File: config.mk
export PLATFORM = sky130hd
export DESIGN_NAME = esc_phase_timer_flat
export DESIGN_NICKNAME = d
export VERILOG_FILES = /design/src/rtl/esc_phase_timer_if.sv /design/src/rtl/esc_phase_timer.sv /design/src/flat_wrapper.sv
export SDC_FILE = /design/constraint.sdc
export NUM_CORES = 1
export LEC_CHECK = 0
export BUFFER_PORTS_ARGS = -buffer_cell sky130_fd_sc_hd__clkbuf_2
export CORE_MARGIN = 4
export CORE_UTILIZATION = 50
export CTS_CLUSTER_DIAMETER = 40
export CTS_CLUSTER_SIZE = 40
export DETAILED_ROUTE_END_ITERATION = 10
export GPL_TIMING_DRIVEN = 0
export HOLD_SLACK_MARGIN = 0.06
export PLACE_DENSITY = 0.83
export SYNTH_ARGS = -nofsm -noshare
export SYNTH_HDL_FRONTEND = slang
export SYNTH_SLANG_ARGS = --single-unit
File: constraint.sdc
create_clock -name clk_i -period 4.9 [get_ports clk_i]
set_input_delay 0.735 -clock clk_i [delete_from_list [all_inputs] [get_ports clk_i]]
set_output_delay 0.735 -clock clk_i [all_outputs]
set_load 0.01 [all_outputs]
File: src/rtl/esc_phase_timer_if.sv
// Trigger/config/escalation bundle between the class registers and esc_phase_timer.
// slave: the sequencer side; master: the register/accumulator side.
interface esc_phase_timer_if #(
  parameter int N_ESC_SEV = 4,
  parameter int CntDw     = 16
);
  logic                   en_i;
  logic                   clr_i;
  logic                   accum_trig_i;
  logic                   timeout_en_i;
  logic [CntDw-1:0]       timeout_cyc_i;
  logic [4*CntDw-1:0]     phase_cyc_i;
  logic [2*N_ESC_SEV-1:0] esc_map_i;
  logic [N_ESC_SEV-1:0]   esc_sig_en_i;
  logic [N_ESC_SEV-1:0]   esc_en_o;
  logic [CntDw-1:0]       esc_cnt_o;
  logic [2:0]             esc_state_o;

  modport slave (
    input  en_i, clr_i, accum_trig_i, timeout_en_i,
           timeout_cyc_i, phase_cyc_i, esc_map_i, esc_sig_en_i,
    output esc_en_o, esc_cnt_o, esc_state_o
  );

  modport master (
    output en_i, clr_i, accum_trig_i, timeout_en_i,
           timeout_cyc_i, phase_cyc_i, esc_map_i, esc_sig_en_i,
    input  esc_en_o, esc_cnt_o, esc_state_o
  );
endinterface

File: src/rtl/esc_phase_timer.sv
// Escalation phase sequencer: timeout counter plus four programmable phases.
// Define ESC_PHASE_TIMER_CLR_LOCK_EN to make clr_i ineffective once a phase sequence has begun.
module esc_phase_timer #(
  parameter int N_ESC_SEV = 4,
  parameter int CntDw     = 16
) (
  input  logic            clk_i,
  input  logic            rst_ni,
  esc_phase_timer_if.slave bus
);

  typedef enum logic [2:0] {
    IDLE     = 3'b000,
    TIMEOUT  = 3'b001,
    TERMINAL = 3'b011,
    PHASE0   = 3'b100,
    PHASE1   = 3'b101,
    PHASE2   = 3'b110,
    PHASE3   = 3'b111
  } state_e;

  state_e           state_q, state_d;
  logic [CntDw-1:0] cnt_q, cnt_d;
  logic [CntDw-1:0] phase_cyc;
  logic [CntDw-1:0] phase_lim;
  logic [CntDw-1:0] tmo_lim;
  logic             clr_ok;

  always_ff @(posedge clk_i or negedge rst_ni) begin
    if (!rst_ni) begin
      state_q <= IDLE;
      cnt_q   <= '0;
    end else begin
      state_q <= state_d;
      cnt_q   <= cnt_d;
    end
  end

  // A zero phase length is treated as one cycle, so the limit is max(D,1)-1.
  always_comb begin
    phase_cyc = bus.phase_cyc_i[state_q[1:0]*CntDw +: CntDw];
    phase_lim = (phase_cyc == '0) ? '0 : phase_cyc - CntDw'(1);
    tmo_lim   = bus.timeout_cyc_i - CntDw'(1);
`ifdef ESC_PHASE_TIMER_CLR_LOCK_EN
    clr_ok    = bus.clr_i & ~state_q[2];
`else
    clr_ok    = bus.clr_i;
`endif
  end

  always_comb begin
    state_d = state_q;
    cnt_d   = cnt_q;
    unique case (state_q)
      IDLE: begin
        cnt_d = '0;
        if (bus.en_i && bus.accum_trig_i) begin
          state_d = PHASE0;
        end else if (bus.en_i && bus.timeout_en_i && bus.timeout_cyc_i != '0) begin
          state_d = TIMEOUT;
        end
      end
      TIMEOUT: begin
        if (bus.accum_trig_i) begin
          state_d = PHASE0;
          cnt_d   = '0;
        end else if (!bus.timeout_en_i) begin
          state_d = IDLE;
          cnt_d   = '0;
        end else if (cnt_q >= tmo_lim) begin
          state_d = PHASE0;
          cnt_d   = '0;
        end else begin
          cnt_d = cnt_q + CntDw'(1);
        end
      end
      PHASE0, PHASE1, PHASE2, PHASE3: begin
        if (cnt_q >= phase_lim) begin
          cnt_d = '0;
          unique case (state_q)
            PHASE0:  state_d = PHASE1;
            PHASE1:  state_d = PHASE2;
            PHASE2:  state_d = PHASE3;
            default: state_d = TERMINAL;
          endcase
        end else begin
          cnt_d = cnt_q + CntDw'(1);
        end
      end
      TERMINAL: begin
        cnt_d = '0;
      end
      default: begin
        state_d = IDLE;
        cnt_d   = '0;
      end
    endcase

    if (clr_ok) begin
      state_d = IDLE;
      cnt_d   = '0;
    end
  end

  // Outputs decode from the state flop only; bit 2 marks the phase states.
  always_comb begin
    for (int k = 0; k < N_ESC_SEV; k++) begin
      bus.esc_en_o[k] = bus.esc_sig_en_i[k] & state_q[2] &
                        (state_q[1:0] >= bus.esc_map_i[2*k +: 2]);
    end
  end

  assign bus.esc_cnt_o   = cnt_q;
  assign bus.esc_state_o = state_q;

endmodule

File: src/flat_wrapper.sv
// flat-port wrapper written by rule: the top's interface ports become plain ports
module esc_phase_timer_flat 
#(
  parameter int N_ESC_SEV = 4,
  parameter int CntDw     = 16
)
  (clk_i, rst_ni, bus_en_i, bus_clr_i, bus_accum_trig_i, bus_timeout_en_i, bus_timeout_cyc_i, bus_phase_cyc_i, bus_esc_map_i, bus_esc_sig_en_i, bus_esc_en_o, bus_esc_cnt_o, bus_esc_state_o);
  esc_phase_timer_if #(.N_ESC_SEV(N_ESC_SEV), .CntDw(CntDw)) bus_i ();
  input  logic clk_i;
  input  logic rst_ni;
  input wire logic [$bits(bus_i.en_i)-1:0] bus_en_i;
  input wire logic [$bits(bus_i.clr_i)-1:0] bus_clr_i;
  input wire logic [$bits(bus_i.accum_trig_i)-1:0] bus_accum_trig_i;
  input wire logic [$bits(bus_i.timeout_en_i)-1:0] bus_timeout_en_i;
  input wire logic [$bits(bus_i.timeout_cyc_i)-1:0] bus_timeout_cyc_i;
  input wire logic [$bits(bus_i.phase_cyc_i)-1:0] bus_phase_cyc_i;
  input wire logic [$bits(bus_i.esc_map_i)-1:0] bus_esc_map_i;
  input wire logic [$bits(bus_i.esc_sig_en_i)-1:0] bus_esc_sig_en_i;
  output wire logic [$bits(bus_i.esc_en_o)-1:0] bus_esc_en_o;
  output wire logic [$bits(bus_i.esc_cnt_o)-1:0] bus_esc_cnt_o;
  output wire logic [$bits(bus_i.esc_state_o)-1:0] bus_esc_state_o;
  assign bus_i.en_i = bus_en_i;
  assign bus_i.clr_i = bus_clr_i;
  assign bus_i.accum_trig_i = bus_accum_trig_i;
  assign bus_i.timeout_en_i = bus_timeout_en_i;
  assign bus_i.timeout_cyc_i = bus_timeout_cyc_i;
  assign bus_i.phase_cyc_i = bus_phase_cyc_i;
  assign bus_i.esc_map_i = bus_esc_map_i;
  assign bus_i.esc_sig_en_i = bus_esc_sig_en_i;
  assign bus_esc_en_o = bus_i.esc_en_o;
  assign bus_esc_cnt_o = bus_i.esc_cnt_o;
  assign bus_esc_state_o = bus_i.esc_state_o;
  esc_phase_timer #(.N_ESC_SEV(N_ESC_SEV), .CntDw(CntDw)) u_core (.clk_i(clk_i), .rst_ni(rst_ni), .bus(bus_i));
endmodule
==> flow_summary_export.csv <==
group,metric,value,unit
timing,rsz0062_at_grt,"no",
grt,grt_pass1_wl,12.7,mm
grt,grt_antenna_before_repair,0,
die,start_util,51.9,%
logic_synthesis,synth-edff-count,0,
timing,final.min_clock_period,4.45,ns
detailed_routing,wirelength,7.63,mm
timing,hold_slack,0.409,ns
finish,drive_gt1_share,34.2,%
logic_synthesis,yosysWarnings,0,
die,die_x,83.9,um
timing,relSlewSlack,44.1,%
logic_synthesis,syn_avg_cell_area,8.82,sq um
clock_network,clockBufferDepth,2,
finish,syn_to_final_growth,25.8,%
clock_network,postCtsHoldBufs,0,
logic_synthesis,synth_area,2880,sq um
grt,grt_pass1_vias,2894,
critical_path,timing_worst_setup_path_type,"flop to flop",
timing,setup_ws,0.451,ns
power,powerDensity,241,nW/um^2
critical_path,cp.required,5.10,ns
grt,grt_overflow,0,
detailed_routing,vias,2888,
power,peakVddDrop,0.000191,V
die,fp.coreArea,5540,sq um
clock_network,clock_latency,0.27,ns
finish,final_util,65.3,%
finish,nFillCells,488,
detailed_routing,routedWlPerCell,14.6,um
die,core.rowCount,27,
die,ios,121,
job,drv_cap,0,
detailed_routing,drt_iter0_markers,135,
logic_synthesis,synth_most_common_cell,"ha_1",
clock_network,cts_root_buf,"clkbuf_8",
timing,setup_viol,0,
logic_synthesis,synth_cells,326,
grt,grt_usage,21.5,%
power,leakagePower,1.78,nW
clock_network,numCtsBuffers,3,
grt,grt_start_max_net_pins,20,
logic_synthesis,async_flop_share,100,%
die,die_h,83.9,um
placement,place_ws,0.0760,ns
timing,post-route-period-util,90.8,%
logic_synthesis,ys_top_cells_by_count,"ha_1 (45), nor2_1 (42), nand2_1 (34), xnor2_1 (20)",
logic_synthesis,ys_types,48,
finish,antennaDiodeCount,0,
logic_synthesis,synth_area_leader_cell,"ha_1",
clock_network,cts_tree,"done",
worst_hold_path,hp-class,"input port to async pin",
timing,tightest_slew,0.831,ns
clock_network,cts_sinks,19,
outcome,outcome,"complete, no violations",
detailed_routing,postRouteAntennaNets,0,
detailed_routing,drc,0,
logic_synthesis,synth_seq_cells,19,
placement,dp_hpwl,6.53,mm
placement,place_area,3570,sq um
timing,max_freq,225,MHz
logic_synthesis,synth_area_leaders,"ha_1 (20%), dfrtp_1 (17%), mux4_2 (10%)",
finish,final_cell_area,3620,sq um
timing,slew_violations,0,
finish,final_nets,594,
critical_path,worstSetupStartpointType,"flop",
critical_path,end_kind,"flop",
timing,fin_setup_tns,0,ns
placement,port_buffers,120,
clock_network,cts_max_level,1,
detailed_routing,drtPass1Iterations,7,
logic_synthesis,ys.flop_type,"dfrtp_1",
logic_synthesis,synth_nets,469,
critical_path,path_max_fanout,10,
timing,fin_skew,0.00571,ns
critical_path,r2r_slack,0.45,ns
die,dieArea,7030,sq um
logic_synthesis,synth.top_cell.area_share,19.6,%
placement,globalplace.congestion,0.839,
logic_synthesis,ys_seq_area_share,16.5,%
clock_network,clkTransAtPathRegs,0.08,ns
timing,hold_viol,0,
critical_path,cp.arrival,4.65,ns
detailed_routing,avgViaCountPerCell,5.53,
## cell usage in the layout, fill, tap and decap left out, types with 2 or more instances in the layout
master / n
a21o_1: 3
clkbuf_2: 122
a211oi_1: 3
mux4_2: 13
buf_12: 2
nor2_1: 42
nor4_1: 3
nor3_1: 9
dfrtp_1: 18
nand2b_1: 8
nor3b_1: 2
a41oi_1: 2
xor2_1: 19
clkbuf_8: 3
and3_1: 5
a31oi_1: 3
nand4_1: 7
nand2_1: 34
o21ai_0: 9
or3_1: 2
ha_1: 45
o211ai_1: 2
xnor2_1: 20
buf_2: 2
mux4_1: 3
inv_1: 13
nor2b_1: 4
nand3_1: 13
nor4_2: 2
a21oi_1: 16
## what timing repair did
action | 4_1_cts | 5_1_grt
resized for setup | 0 | 4
endpoints found under the setup margin | 0 | 10
endpoints found under the hold margin | 0 | 0
setup buffers | 0 | 0
## final cells by class
class                           count  area [sq um]  area share, %
Tap cell                           72          90.1           2.49
Inverter                           13          48.8           1.35
Timing Repair Buffer              120           601           16.6
Buffer                              8          75.1           2.08
Sequential cell                    19           477           13.2
Clock inverter                      1          5.00          0.138
Clock buffer                        3          41.3           1.14
Multi-Input combinational cell    286          2280           63.0
## sequential cells by signal, indices dropped and copies added, names as in the netlist
register and count:
u_core.bus.esc_cnt_o 16, u_core.bus.esc_state_o 3
## where the power goes
part	switching (mW)	internal (mW)	total, mW
clock	0.0607	0.0569	0.118
sequential	0.0103	0.165	0.176
combinational	0.290	0.289	0.580
total	0.361	0.512	0.873
## per-layer routing
layer	vias up	track usage [%]	routed length [um]
met1	1361	26.5	3210
met2	79	38.9	3930
met3	11	4.24	415
met5	-	0	0
li1	1437	-	-
met4	0	3.80	76
## final timing paths
kind | depth (start not counted) | from | end
max | 17 | u_core.bus.esc_state_o[1]$_DFFE_PN0P_ | u_core.bus.esc_cnt_o[12]$_DFF_PN0_
min | 1 | rst_ni | u_core.bus.esc_cnt_o[14]$_DFF_PN0_
max reg2reg | 17 | u_core.bus.esc_state_o[1]$_DFFE_PN0P_ | u_core.bus.esc_cnt_o[12]$_DFF_PN0_
min reg2reg | 1 | u_core.bus.esc_cnt_o[0]$_DFF_PN0_ | u_core.bus.esc_cnt_o[0]$_DFF_PN0_
max in group asynchronous | 1 | rst_ni | u_core.bus.esc_state_o[1]$_DFFE_PN0P_
min in group clk_i | 1 | u_core.bus.esc_cnt_o[0]$_DFF_PN0_ | u_core.bus.esc_cnt_o[0]$_DFF_PN0_
## through the flow
| step | std cells | power (mW) |
|---|---|---|
| after floorplan | 326 | 0.618 |
| after global placement | 518 | 0.739 |
| after detailed placement | 518 | 0.758 |
| after CTS | 522 | 0.876 |
| after global routing | 522 | 0.949 |
| final | 522 | 0.873 |
## kinds of logic (layout without fill, tap and decap cells)
family,Yosys count,after routing,synth area share [%]
adders and majority gates,45,45,19.6
DFF,19,19,16.5
AOI/OAI and AO/OA,44,44,9.53
muxes,18,18,13.7
xor gates and xnor gates,39,39,11.9
buffers and inverters,21,145,4.22
and+or+nand+nor,140,140,24.6
## critical path, stage by stage, from the launching register on
cell	delay (ns)
dfrtp_2	0.49
clkbuf_2	0.30
buf_2	0.28
mux4_2	0.40
inv_1	0.11
ha_1	0.21
and3_1	0.26
nand3_1	0.14
nor3_1	0.22
mux2i_1	0.24
ha_1	0.26
o21ai_0	0.16
nor2_1	0.07
nor4b_1	0.27
o211ai_1	0.27
a21o_1	0.32
clkbuf_2	0.24
nor2_1	0.15
Power figures use the tool's default switching activity.
